`config.mk`:
```
export PLATFORM = sky130hd
export DESIGN_NAME = lsq_mem_sched
export DESIGN_NICKNAME = d
export VERILOG_FILES = /design/src/rtl/lsq_pkg.sv /design/src/rtl/lsq_mem_sched.sv
export SDC_FILE = /design/constraint.sdc
export NUM_CORES = 1
export LEC_CHECK = 0
export ABC_AREA = 0
export CORE_MARGIN = 3
export CORE_UTILIZATION = 25
export CTS_CLUSTER_SIZE = 40
export DETAILED_ROUTE_END_ITERATION = 16
export GPL_ROUTABILITY_DRIVEN = 0
export PLACE_DENSITY_LB_ADDON = 0.2
export SKIP_CTS_REPAIR_TIMING = 1
export SLEW_MARGIN = 0
export SYNTH_ARGS = -nofsm -noshare
export SYNTH_HDL_FRONTEND = slang
export SYNTH_SLANG_ARGS = --single-unit
```
`constraint.sdc`:
```
create_clock -name clk -period 4.8 [get_ports clk]
set_clock_uncertainty 0.15 [all_clocks]
set_input_delay 0.72 -clock clk [delete_from_list [all_inputs] [get_ports clk]]
set_output_delay 0.72 -clock clk [all_outputs]
set_load 0.01 [all_outputs]
```
`src/rtl/lsq_pkg.sv`:
```
// Shared types for the LSQ memory scheduler.
// Latency: n/a (types and constants only).
// Backpressure: n/a.
package lsq_pkg;

    localparam int TAG_WIDTH_DEF  = 4;
    localparam int ADDR_WIDTH_DEF = 32;
    localparam int DATA_WIDTH_DEF = 32;

    typedef enum logic [1:0] {
        ST_IDLE  = 2'd0,
        ST_REQ   = 2'd1,
        ST_WAIT  = 2'd2,
        ST_DRAIN = 2'd3
    } lsq_sched_state_t;

    // One LSQ head entry as seen by the scheduler.
    typedef struct packed {
        logic                      is_load;
        logic [ADDR_WIDTH_DEF-1:0] addr;
        logic [DATA_WIDTH_DEF-1:0] data;
        logic [TAG_WIDTH_DEF-1:0]  tag;
    } lsq_req_t;

endpackage

```
`src/rtl/lsq_mem_sched.sv`:
```
// Purpose: issues LSQ head entries to the single data-memory port in program order, one access outstanding.
// Latency: load accept T -> req T+1 -> wb T+3 at best; store accept T -> st_done T+2.
// Backpressure: head is popped only from IDLE; mem_req with addr/we/wdata is held stable until mem_gnt.
//
// Ports:
//   clk, rst                          clock, synchronous active-high reset
//   head_* / st_commit_ok / flush     LSQ head entry, ROB store permission, pipeline flush
//   head_pop                          combinational pop of the LSQ head
//   mem_req/we/addr/wdata, mem_gnt    request side of the memory handshake
//   mem_rvalid/rdata                  read return
//   ld_wb_valid/tag/data, st_done     one-cycle completion pulses
//   misalign_exc                      one-cycle misalignment pulse
// Build option: LSQ_MISALIGN_CHK_EN enables the misaligned-address check;
// without it misalign_exc is tied 0 and addresses go out unmodified.
module lsq_mem_sched
    import lsq_pkg::*;
#(
    parameter int ADDR_WIDTH = ADDR_WIDTH_DEF,
    parameter int DATA_WIDTH = DATA_WIDTH_DEF,
    parameter int TAG_WIDTH  = TAG_WIDTH_DEF
) (
    input  logic                  clk,
    input  logic                  rst,
    input  logic                  head_valid,
    input  logic                  head_is_load,
    input  logic                  head_addr_rdy,
    input  logic [ADDR_WIDTH-1:0] head_addr,
    input  logic [DATA_WIDTH-1:0] head_data,
    input  logic [TAG_WIDTH-1:0]  head_tag,
    input  logic                  st_commit_ok,
    input  logic                  flush,
    output logic                  head_pop,
    output logic                  mem_req,
    output logic                  mem_we,
    output logic [ADDR_WIDTH-1:0] mem_addr,
    output logic [DATA_WIDTH-1:0] mem_wdata,
    input  logic                  mem_gnt,
    input  logic                  mem_rvalid,
    input  logic [DATA_WIDTH-1:0] mem_rdata,
    output logic                  ld_wb_valid,
    output logic [TAG_WIDTH-1:0]  ld_wb_tag,
    output logic [DATA_WIDTH-1:0] ld_wb_data,
    output logic                  st_done,
    output logic                  misalign_exc
);

    lsq_sched_state_t       state;
    logic                   hold_is_load;
    logic [TAG_WIDTH-1:0]   hold_tag;
    logic                   accept;
    logic                   misaligned;

    // Loads may go as soon as their address is known; stores also need the ROB's go-ahead.
    assign accept   = head_valid & head_addr_rdy & (head_is_load | st_commit_ok) & ~flush;
    assign head_pop = ~rst & (state == ST_IDLE) & accept;

`ifdef LSQ_MISALIGN_CHK_EN
    logic misalign_q;

    assign misaligned = |head_addr[1:0];

    always_ff @(posedge clk) begin
        if (rst) begin
            misalign_q <= 1'b0;
        end else begin
            misalign_q <= head_pop & misaligned;
        end
    end

    assign misalign_exc = misalign_q;
`else
    assign misaligned   = 1'b0;
    assign misalign_exc = 1'b0;
`endif

    // mem_addr / mem_wdata double as the address/data hold registers: they are
    // loaded on accept and left untouched until the next accept.
    always_ff @(posedge clk) begin
        if (rst) begin
            state        <= ST_IDLE;
            hold_is_load <= 1'b0;
            hold_tag     <= '0;
            mem_req      <= 1'b0;
            mem_we       <= 1'b0;
            mem_addr     <= '0;
            mem_wdata    <= '0;
            ld_wb_valid  <= 1'b0;
            ld_wb_tag    <= '0;
            ld_wb_data   <= '0;
            st_done      <= 1'b0;
        end else begin
            ld_wb_valid <= 1'b0;
            st_done     <= 1'b0;
            case (state)
                ST_IDLE: begin
                    if (accept) begin
                        if (misaligned) begin
                            // Complete immediately with an exception; memory is never touched.
                            ld_wb_valid <= head_is_load;
                            st_done     <= ~head_is_load;
                            ld_wb_tag   <= head_tag;
                            ld_wb_data  <= '0;
                        end else begin
                            state        <= ST_REQ;
                            mem_req      <= 1'b1;
                            mem_we       <= ~head_is_load;
                            mem_addr     <= head_addr;
                            mem_wdata    <= head_data;
                            hold_is_load <= head_is_load;
                            hold_tag     <= head_tag;
                        end
                    end
                end
                ST_REQ: begin
                    if (mem_gnt) begin
                        mem_req <= 1'b0;
                        mem_we  <= 1'b0;
                        if (!hold_is_load) begin
                            // A granted store is architecturally done even under flush.
                            st_done <= 1'b1;
                            state   <= ST_IDLE;
                        end else begin
                            state <= flush ? ST_DRAIN : ST_WAIT;
                        end
                    end else if (flush) begin
                        mem_req <= 1'b0;
                        mem_we  <= 1'b0;
                        state   <= ST_IDLE;
                    end
                end
                ST_WAIT: begin
                    if (mem_rvalid) begin
                        state <= ST_IDLE;
                        if (!flush) begin
                            ld_wb_valid <= 1'b1;
                            ld_wb_tag   <= hold_tag;
                            ld_wb_data  <= mem_rdata;
                        end
                    end else if (flush) begin
                        state <= ST_DRAIN;
                    end
                end
                ST_DRAIN: begin
                    // The squashed load's data still arrives; swallow it before reusing the port.
                    if (mem_rvalid) begin
                        state <= ST_IDLE;
                    end
                end
                default: state <= ST_IDLE;
            endcase
        end
    end

endmodule

```
==> metrics.log, run 1 <==
[metrics] status: completed
[metrics] Vias per Instance: about 4.3
[metrics] total CTS buffers: 9
[metrics] wire length reported by the detailed router: about 12,000 um
[metrics] post-DP HPWL: 8520 um
[metrics] final critical-path setup slack: about 1.2 ns
[metrics] count of cells along the worst hold path: 2
[metrics] number of design rule violations left after detail routing: 0
[metrics] clock slew seen by the registers of the worst setup and hold paths: approximately 0.070 ns
[metrics] startpoint of the worst-slack reg-to-reg timing path: state[0]
[metrics] Initial Utilization: 0.258
[metrics] Min-Delay Endpoint: ld_wb_tag[3]
[metrics] setup slack at placement: 1.21 ns
[metrics] non-filler instance count after layout: around 900
[metrics] core outline area: approximately 15,000 sq um
[metrics] pin count of the biggest net entering global routing: between 100 and 150
[metrics] cell class contributing the biggest share of worst-path delay: buffers and inverters
[metrics] power density cells: 298 nW/um^2
[metrics] slack of the worst reg-to-reg path: 2.68 ns
[metrics] required arrival time at the worst endpoint: ~3.9 ns
[metrics] post-synth cell types: 25
[metrics] arrival time reported for the critical path endpoint: about 2.7 ns
[metrics] Die Outline Area: 17,500 sq um
[metrics] PnR Total Power: 0.00193 W
[metrics] worst supply voltage drop on vdd: 0.176 mV
[metrics] global-route wire length before repair: between 15,000 and 20,000 um
[metrics] overall via count from detail_route: a little under 4,000
[metrics] fraction of post-synthesis cell area in the top cell type by area: 0.557
[metrics] commonest cells after routing, fill and taps aside: nand2_1 (212), clkdlybuf4s50_1 (212), dfxtp_1 (111)
[metrics] Avg Inst Size Synth: approximately 8 sq um
[metrics] layout cell share with drive strength beyond 1: 0.0376
[metrics] number of flip-flops and latches in the synthesized netlist: 111
[metrics] layout overhead on the synthesized area: 62.8%
[metrics] Crit-path slowest cell: or4b_2
[metrics] fmax: approximately 280 MHz
[metrics] dominant cell type by count on the critical path: clkdlybuf4s50_1
[metrics] count of nets left with antenna violations after detail routing: 0
[metrics] global-route usage over all layers: 0.135
[metrics] crit path cell chain: clkdlybuf4s50_1 > nor2_2 > or4b_2 > nor2_1 > clkdlybuf4s50_1
[metrics] number of buffers on the longest clock path: 2
[metrics] element type at the critical path end: primary output
[metrics] top cell type by total area after synthesis: dfxtp_1
[metrics] post-route setup TNS: 0 ns
[metrics] die width: about 130 um
[metrics] initial antenna violation count: 0
[metrics] number of max-slew violations in the final report: 0
[metrics] number of clock sinks seen by CTS: around 110
[metrics] placed cell count: 888
[metrics] Iter 0 DRT Violations: approximately 160
[metrics] Register-to-Register Path Depth: 5
[metrics] Hold WC Path Type: reg2reg
[metrics] routed length per placed instance: around 14 um
[metrics] Critical path buffers and inverters: 2
[metrics] number of I/O port buffers: between 200 and 250
[metrics] number of nets in the synthesized netlist: 603
[metrics] slew at the pin closest to its max-slew limit: about 1.2 ns
[metrics] critical register-to-register path endpoint: mem_addr[25]
[metrics] final setup vio count: 0
[metrics] leakage power summed over all cells: around 2.2 nW
[metrics] Final period util: 0.749
[metrics] library cell used as clock root buffer: clkbuf_16
[metrics] diode count: 0
[metrics] GR Overflow Total: 0
[metrics] setup repair after global routing missed its margin: false
[metrics] count of TritonRoute iterations in the first routing pass: 4
[metrics] clock latency on the worst-skew pair: around 0.34 ns
[metrics] Setup crit start kind: primary input
[metrics] Final Critical Period: roughly 3.6 ns
[metrics] synthesized area: between 3000 and 4000 sq um
[metrics] final count of hold timing violations: 0
[metrics] start point of the worst min-delay path: hold_tag[3]
[metrics] Syn Inst Count: 494
[metrics] Seq/Total Area, Yosys: 0.557
[metrics] CTS H-Tree Depth: 3
[metrics] vertical die dimension: 132 um
[metrics] most area-consuming cells after synthesis: dfxtp_1 (56%), nand2_1 (20%), a21oi_1 (14%)
[metrics] TritonCTS clock tree: done
[metrics] number of global-route vias before repair: between 3,000 and 4,000
[metrics] total number of nets in the final design: about 800
[metrics] Yosys warning count: 0
[metrics] count of maximum capacitance violations: 0
[metrics] normalized max-slew margin: 0.203
[metrics] crit path kind: in2out
[metrics] maximum fanout along the worst path: 6
[metrics] cell row count: 45
[metrics] top-level I/O count: roughly 220
[metrics] utilization after layout: 0.421
[metrics] Worst path max stage delay: 0.62 ns
kinds of logic after synthesis:
| family | share of synthesized area |
|---|---|
| buffers and inverters | 0.0624 |
| flip-flops | 0.557 |
| AND/OR/NAND/NOR | 0.238 |
| other | 0.000940 |
| AO/OA/AOI/OAI | 0.142 |
Yosys cell counts:
| library cell | number |
|---|---|
| a21oi_1 | 108 |
| and3_1 | 1 |
| buf_2 | 4 |
| buf_4 | 1 |
| buf_6 | 14 |
| clkbuf_1 | 17 |
| conb_1 | 1 |
| dfxtp_1 | 111 |
| nand2_1 | 212 |
| nand2b_1 | 2 |
| nand3_1 | 2 |
| nand3b_1 | 1 |
| nor2_1 | 7 |
| nor2_2 | 1 |
| nor2b_1 | 2 |
| nor3_1 | 1 |
| nor3_2 | 1 |
| nor3b_1 | 1 |
| nor4_1 | 1 |
| nor4b_1 | 1 |
| nor4b_4 | 1 |
| o21ai_0 | 1 |
| o21ba_2 | 1 |
| o32ai_1 | 1 |
| or4b_1 | 1 |
report_power, final:
group	switching (W)	internal [W]
clock network	0.000335	0.000456
logic	0.0000729	0.000120
registers	0.00000949	0.000938
tightest hold or removal path: cells and delay by family (launching register included):
| family | cells | cell delay [ns] |
|---|---|---|
| compound gates | 1 | 0.05 |
| simple gates | 1 | 0.05 |
| flops | 1 | 0.31 |
state kept, by name, indices dropped and copies added, names as in the netlist:
signal / flops
hold_tag: 4
st_done: 1
ld_wb_valid: 1
mem_addr: 32
mem_we: 1
mem_req: 1
state: 2
mem_wdata: 32
ld_wb_tag: 4
hold_is_load: 1
ld_wb_data: 32
area by class of cell:
type	instances	area [sq um]
multi-input combinational	347	1520
sequential	111	2220
clock buffer	10	229
clock inverter	5	83.8
fill	1573	8940
tap	211	264
timing repair buffer	219	2170
stage by stage:
stage | cell area, sq um | hold slack [ns]
finish | 6490 | 0.303
global route | 6490 | 0.321
CTS | 6490 | 0.305
detailed placement | 6180 | 0.296
global placement | 6180 | 0.291
floorplan | 3990 | 0.282
worst max-delay path by stage:
stage	from	to	slack (ns)	cells after the start
6_report	flush	head_pop	1.21	5
5_1_grt	flush	head_pop	1.15	5
3_5_place_dp	flush	head_pop	1.21	5
3_3_place_gp	flush	head_pop	1.23	5
2_1_floorplan	head_is_load	head_pop	2.17	5
4_1_cts	flush	head_pop	1.21	5
layer usage:
layer  GRT usage  wire length [um]  vias to the layer above
met2       0.233              6120                      120
li1            -                 -                     1970
met5           0                 0                        -
met1       0.154              5050                     1766
met3      0.0443               826                       16
met4      0.0583               260                        0
Power figures use the tool's default switching activity.
==> inputs of run 2 (changes only) <==
==> constraint.sdc (replaced) <==
create_clock -name clk -period 3.7 [get_ports clk]
set_clock_uncertainty 0.15 [all_clocks]
set_input_delay 0.555 -clock clk [delete_from_list [all_inputs] [get_ports clk]]
set_output_delay 0.555 -clock clk [all_outputs]
set_load 0.01 [all_outputs]
==> run 2 against run 1 <==
Against the previous run: flip-flop and latch count stayed put; register-to-register slack worse by 1.1 ns; via count is 0.70% higher; clock-buffer cell count is 2 higher; global-route usage is 0.19 points higher; sequential share of layout area hardly changed; worst hold slack better by 0.00088 ns; critical endpoint unchanged.
==> metrics.log, run 2 (synthesis gave the netlist of run 1 again) <==
[metrics] status: completed
[metrics] final setup vio count: 0 (unchanged)
[metrics] vertical die dimension: 132 um (unchanged)
[metrics] required arrival time at the worst endpoint: 2.99 ns (-0.94 ns)
[metrics] count of nets left with antenna violations after detail routing: 0 (unchanged)
[metrics] layout cell share with drive strength beyond 1: 0.0390 (+0.00139)
[metrics] slack of the worst reg-to-reg path: 1.57 ns (-1.11 ns)
[metrics] normalized max-slew margin: 0.204 (+0.000681)
[metrics] Final Critical Period: between 3 and 4 ns
[metrics] portion of total power attributed to combinational logic: 0.101 (about the same)
[metrics] initial antenna violation count: 0 (unchanged)
[metrics] arrival time reported for the critical path endpoint: 2.56 ns (-0.16 ns)
[metrics] Vias per Instance: 4.31 (+0.59%)
[metrics] part of the total power dissipated in sequential elements: 0.497 (+0.006)
[metrics] switching power of the nets: 0.000536 W (+29%)
[metrics] library cell used as clock root buffer: clkbuf_16
[metrics] number of I/O port buffers: 213 (unchanged)
[metrics] Setup crit start kind: primary input
[metrics] Final period util: 0.883
[metrics] net switching fraction of the power: 0.217 (+0.000735)
[metrics] total CTS buffers: 9 (unchanged)
[metrics] Register-to-Register Path Depth: 5 (unchanged)
[metrics] crit path launch: flush
[metrics] startpoint of the worst-slack reg-to-reg timing path: state[0]
[metrics] post-DP HPWL: 8510 um (-0.14%)
[metrics] leakage power summed over all cells: 2.16 nW (+0.39%)
[metrics] commonest cells after routing, fill and taps aside: nand2_1 (212), clkdlybuf4s50_1 (212), dfxtp_1 (111)
[metrics] layout overhead on the synthesized area: 62.7% (about the same)
[metrics] dominant cell type by count on the critical path: clkdlybuf4s50_1
[metrics] top-level I/O count: 215 (unchanged)
[metrics] global-route wire length before repair: 19,500 um (+1.4%)
[metrics] count of TritonRoute iterations in the first routing pass: 4 (unchanged)
[metrics] TritonCTS clock tree: done
[metrics] total number of nets in the final design: 797 (unchanged)
[metrics] core outline area: 15,400 sq um (unchanged)
[metrics] Worst path max stage delay: 0.62 ns (about the same)
[metrics] Regs by FF count: ld_wb_data: 32 flops, mem_addr: 32 flops, mem_wdata: 32 flops
[metrics] number of clock sinks seen by CTS: 111 (unchanged)
[metrics] GR Overflow Total: 0 (unchanged)
[metrics] setup repair after global routing missed its margin: false
[metrics] overall via count from detail_route: 3,899 (+0.70%)
[metrics] final count of hold timing violations: 0 (unchanged)
[metrics] number of max-slew violations in the final report: 0 (unchanged)
[metrics] Int Pwr: 0.00194 W (+28%)
[metrics] slew at the pin closest to its max-slew limit: 1.19 ns (-0.00102 ns)
[metrics] element type at the critical path end: primary output
[metrics] pin count of the biggest net entering global routing: 112 (unchanged)
[metrics] number of design rule violations left after detail routing: 0 (unchanged)
[metrics] cell row count: 45 (unchanged)
[metrics] routed length per placed instance: 13.5 um (-0.32%)
[metrics] diode count: 0 (unchanged)
[metrics] post-route setup TNS: 0 ns (unchanged)
[metrics] fmax: between 300 and 400 MHz
[metrics] Hold WC Path Type: reg2reg
[metrics] critical register-to-register path endpoint: hold_tag[3]
[metrics] CTS H-Tree Depth: 3 (unchanged)
[metrics] Crit-path slowest cell: or4b_2
[metrics] power density cells: 381 nW/um^2 (+28%)
[metrics] clock latency on the worst-skew pair: 0.35 ns (about the same)
[metrics] number of global-route vias before repair: 3,824 (+2.6%)
[metrics] Initial Utilization: 0.258 (unchanged)
[metrics] part of the power in the clock network: 0.402 (-0.007)
[metrics] maximum fanout along the worst path: 6 (unchanged)
[metrics] number of buffers on the longest clock path: 2 (unchanged)
[metrics] crit path cell chain: clkdlybuf4s50_1 > nor2_2 > or4b_2 > nor2_1 > clkdlybuf4s50_1
[metrics] Worst Setup EP: head_pop
[metrics] worst supply voltage drop on vdd: 0.294 mV (+67%)
[metrics] crit path kind: in2out
[metrics] die width: 132 um (unchanged)
[metrics] Iter 0 DRT Violations: 158 (+1.9%)
[metrics] smallest hold slack: 0.304 ns (+0.000884 ns)
[metrics] clock slew seen by the registers of the worst setup and hold paths: 0.06 ns (about the same)
[metrics] Die Outline Area: 17,500 sq um (unchanged)
[metrics] count of maximum capacitance violations: 0 (unchanged)
[metrics] global-route usage over all layers: 0.137 (+0.00191)
[metrics] wire length reported by the detailed router: 12,200 um (-0.21%)
==> run 2: cell count changes in the layout (fill, tap and decap cells not counted) <==
cell        change
clkinvlp_4      -2
clkbuf_8        +2
inv_6           +1
bufinv_16       -1
clkinv_2        +1
==> run 2: worst min path at each step <==
stage              startpoint             end  slack (ns)  depth (start not counted)
2_1_floorplan     hold_tag[0]    ld_wb_tag[0]        0.28                          2
5_1_grt          mem_wdata[0]    mem_wdata[0]        0.32                          2
3_3_place_gp   ld_wb_data[27]  ld_wb_data[27]        0.29                          2
4_1_cts          mem_addr[31]    mem_addr[31]        0.31                          2
3_5_place_dp    mem_wdata[13]   mem_wdata[13]        0.30                          2
6_report        mem_wdata[26]   mem_wdata[26]        0.30                          2
==> run 2: final cells by class <==
cell class                 instances  area [sq um]
clock buffer                      12           256
clock inverter                     4          52.6
fill                            1542          8940
multi-input combinational        347          1520
sequential                       111          2220
tap                              211           264
timing repair buffer             219          2170
==> run 2: through the flow <==
stage	power [W]	util	setup slack (ns)	instances	cell area, sq um
floorplan	0.00134	-	1.40	494	3990
global placement	0.00151	0.400	0.465	888	6180
detailed placement	0.00151	0.400	0.431	888	6180
CTS	0.00253	0.420	0.430	904	6490
global route	0.00259	0.420	0.343	904	6490
finish	0.00247	0.420	0.432	904	6490
==> run 2: per-layer routing <==
| layer | vias to the layer above | share of wire | GRT usage |
|---|---|---|---|
| met5 | - | 0 | 0 |
| met1 | 1797 | 0.41 | 0.156 |
| met2 | 117 | 0.51 | 0.237 |
| met4 | 0 | 0.018 | 0.0427 |
| met3 | 15 | 0.070 | 0.0561 |
| li1 | 1970 | - | - |
==> run 2: power groups by stage <==
stage / sequential [W] / combinational, W / clock, W
global route: 0.00123 / 0.000271 / 0.00108
floorplan: 0.00127 / 0.0000757 / 0
detailed placement: 0.00126 / 0.000252 / 0
global placement: 0.00126 / 0.000251 / 0
CTS: 0.00123 / 0.000254 / 0.00105
finish: 0.00123 / 0.000250 / 0.000994
==> run 2: worst max-delay path: cells and delay by family <==
kind | cells | cell delay [ns]
buffers and inverters | 2 | 1.09
AND/OR/NAND/NOR | 3 | 0.92
==> inputs of run 3 (changes only) <==
--- a/config.mk
+++ b/config.mk
@@ -6,13 +6,14 @@
 export NUM_CORES = 1
 export LEC_CHECK = 0
 export ABC_AREA = 0
+export CELL_PAD_IN_SITES_DETAIL_PLACEMENT = 2
+export CELL_PAD_IN_SITES_GLOBAL_PLACEMENT = 2
 export CORE_MARGIN = 3
-export CORE_UTILIZATION = 25
+export CORE_UTILIZATION = 20
 export CTS_CLUSTER_SIZE = 40
 export DETAILED_ROUTE_END_ITERATION = 16
 export GPL_ROUTABILITY_DRIVEN = 0
-export PLACE_DENSITY_LB_ADDON = 0.2
-export SKIP_CTS_REPAIR_TIMING = 1
+export PLACE_DENSITY_LB_ADDON = 0.1
 export SLEW_MARGIN = 0
 export SYNTH_ARGS = -nofsm -noshare
 export SYNTH_HDL_FRONTEND = slang
==> run 3 against run 2 <==
Against the previous run: fmax fell by 0.69%; critical path depth unchanged; power grew 3.6%; sequential power is essentially flat; core utilization shrank 8.4 points; worst hold slack better by 0.0031 ns; combinational power rose by 3%; clock power is 9% higher; global-route usage grew 0.33 points; critical path type unchanged; sequential share of layout area fell by 0.46 points; flip-flop and latch count did not move.
==> metrics.log, run 3 (synthesis gave the netlist of run 1 again) <==
[metrics] status: completed
[metrics] Post-CTS Repair Setup Buffers: 0
[metrics] part of the power in the clock network: 0.420 (+0.018)
[metrics] overall via count from detail_route: 4,021 (+3.1%)
[metrics] maximum fanout along the worst path: 6 (unchanged)
[metrics] number of design rule violations left after detail routing: 0 (unchanged)
[metrics] wire length reported by the detailed router: 15,400 um (+26%)
[metrics] TritonCTS clock tree: done
[metrics] global-route wire length before repair: 24,400 um (+25%)
[metrics] normalized max-slew margin: 0.478 (+0.274)
[metrics] crit path kind: in2out
[metrics] fmax: 304 MHz (-0.69%)
[metrics] cell row count: 51 (+13%)
[metrics] post-DP HPWL: 10,900 um (+28%)
[metrics] GR Overflow Total: 0 (unchanged)
[metrics] post-route design area: 6580 sq um (+1.4%)
[metrics] number of clock sinks seen by CTS: 111 (unchanged)
[metrics] crit path cell chain: clkdlybuf4s50_1 > nor2_2 > or4b_2 > nor2_1 > clkdlybuf4s50_1
[metrics] number of max-slew violations in the final report: 0 (unchanged)
[metrics] count of hold-fix buffers inserted at cts: 0
[metrics] Worst path max stage delay: 0.64 ns (+0.02 ns)
[metrics] final critical-path setup slack: 0.410 ns (-0.0228 ns)
[metrics] library cell used as clock root buffer: clkbuf_16
[metrics] top-level I/O count: 215 (unchanged)
[metrics] final count of hold timing violations: 0 (unchanged)
[metrics] Die Outline Area: 21,700 sq um (+24%)
[metrics] CTS H-Tree Depth: 3 (unchanged)
[metrics] vertical die dimension: 147 um (+11%)
[metrics] Post-DP Area: 6250 sq um (+1.2%)
[metrics] worst supply voltage drop on vdd: 0.186 mV (-37%)
[metrics] leakage power summed over all cells: 2.17 nW (+0.23%)
[metrics] Vias per Instance: 4.19 (-2.8%)
[metrics] post-route setup TNS: 0 ns (unchanged)
[metrics] final setup vio count: 0 (unchanged)
[metrics] commonest cells after routing, fill and taps aside: nand2_1 (212), clkdlybuf4s50_1 (212), dfxtp_1 (111)
[metrics] smallest hold slack: 0.307 ns (+0.00310 ns)
[metrics] initial antenna violation count: 1 (+1)
[metrics] Regs by FF count: ld_wb_data: 32 flops, mem_addr: 32 flops, mem_wdata: 32 flops
[metrics] core outline area: 19,500 sq um (+27%)
[metrics] routed length per placed instance: 16.1 um (+19%)
[metrics] utilization after layout: 0.337 (-0.0837)
[metrics] layout cell share with drive strength beyond 1: 0.0389 (-0.0000561)
[metrics] switching power of the nets: 0.000574 W (+7.0%)
[metrics] count of nets left with antenna violations after detail routing: 0 (unchanged)
[metrics] Initial Utilization: 0.204 (-0.0543)
[metrics] part of the total power dissipated in sequential elements: 0.480 (-0.017)
[metrics] number of global-route vias before repair: 4,400 (+15%)
[metrics] diode count: 0 (unchanged)
[metrics] Final Critical Period: 3.29 ns (+0.0228 ns)
[metrics] Final period util: 0.889 (+0.00618)
[metrics] Int Pwr: 0.00199 W (+2.7%)
[metrics] setup repair after global routing missed its margin: false
[metrics] global-route usage over all layers: 0.141 (+0.00331)
[metrics] Crit-path slowest cell: or4b_2
[metrics] setup slack at placement: 0.409 ns (-0.0214 ns)
[metrics] total CTS buffers: 9 (unchanged)
[metrics] Iter 0 DRT Violations: 150 (-5.1%)
[metrics] arrival time reported for the critical path endpoint: 2.59 ns (+0.03 ns)
[metrics] element type at the critical path end: primary output
[metrics] count of maximum capacitance violations: 0 (unchanged)
[metrics] slew at the pin closest to its max-slew limit: 0.783 ns (-0.411 ns)
[metrics] count of TritonRoute iterations in the first routing pass: 4 (unchanged)
[metrics] pin count of the biggest net entering global routing: 71 (-37%)
[metrics] portion of total power attributed to combinational logic: 0.101 (about the same)
[metrics] number of buffers on the longest clock path: 2 (unchanged)
[metrics] total number of nets in the final design: 798 (+0.13%)
[metrics] number of I/O port buffers: 213 (unchanged)
[metrics] clock latency on the worst-skew pair: 0.35 ns (about the same)
[metrics] die width: 147 um (+11%)
[metrics] clock slew seen by the registers of the worst setup and hold paths: 0.07 ns (about the same)
[metrics] power density cells: 390 nW/um^2 (+2.2%)
[metrics] net switching fraction of the power: 0.224 (+0.00716)
[metrics] cell class contributing the biggest share of worst-path delay: buffers and inverters
[metrics] Setup crit start kind: primary input
[metrics] layout overhead on the synthesized area: 64.9%
[metrics] Hold WC Path Type: reg2reg
[metrics] dominant cell type by count on the critical path: clkdlybuf4s50_1
[metrics] required arrival time at the worst endpoint: 2.99 ns (about the same)
[metrics] count of instances resized after the clock tree is built: 0
[metrics] Critical path buffers and inverters: 2 (unchanged)
==> run 3: cell count changes in the layout (fill, tap and decap cells not counted), sizes merged <==
| cell | delta |
|---|---|
| clkinvlp | +1 |
| clkinv | -2 |
| buf | +1 |
| bufinv | +1 |
==> run 3: per-stage QoR <==
| stage | cells | total power [W] |
|---|---|---|
| 2_1_floorplan | 494 | 0.00134 |
| 3_3_place_gp | 943 | 0.00151 |
| 3_5_place_dp | 943 | 0.00152 |
| 4_1_cts | 959 | 0.00262 |
| 5_1_grt | 959 | 0.00270 |
| 6_report | 959 | 0.00256 |
==> run 3: final timing paths <==
| kind | to | depth (start not counted) | start | slack, ns |
|---|---|---|---|---|
| worst max register to register | mem_addr[20] | 5 | state[0] | 1.53 |
| worst max-delay path | head_pop | 5 | flush | 0.41 |
| worst min register to register | mem_addr[4] | 2 | mem_addr[4] | 0.31 |
| worst min-delay path | mem_addr[4] | 2 | mem_addr[4] | 0.31 |
==> run 3: per-layer routing <==
| metal | GRT usage | part of all wire | vias to the layer above |
|---|---|---|---|
| met4 | 0.0322 | 0.0082 | 2 |
| met5 | 0 | 0.0013 | - |
| met1 | 0.163 | 0.41 | 1926 |
| met3 | 0.0592 | 0.082 | 9 |
| met2 | 0.242 | 0.50 | 112 |
| li1 | - | - | 1972 |
==> run 3: power groups by stage <==
stage,logic (W),registers (W),clock network [W]
floorplan,0.0000757,0.00127,0
global route,0.000282,0.00123,0.00118
detailed placement,0.000263,0.00126,0
global placement,0.000258,0.00126,0
CTS,0.000265,0.00123,0.00112
finish,0.000258,0.00123,0.00108
==> run 3: worst register-to-register path, stage by stage (launching register included) <==
cell and delay, ns:
dfxtp_1 0.38, nor2_2 0.18, or4b_2 0.64, buf_4 0.38
nand2_1 0.24, a21oi_1 0.07
==> run 3: area by class of cell <==
type | instances | area [sq um]
clock buffer | 12 | 246
clock inverter | 4 | 76.3
fill | 2234 | 13000
multi-input combinational | 347 | 1520
sequential | 111 | 2220
tap | 265 | 332
timing repair buffer | 220 | 2180
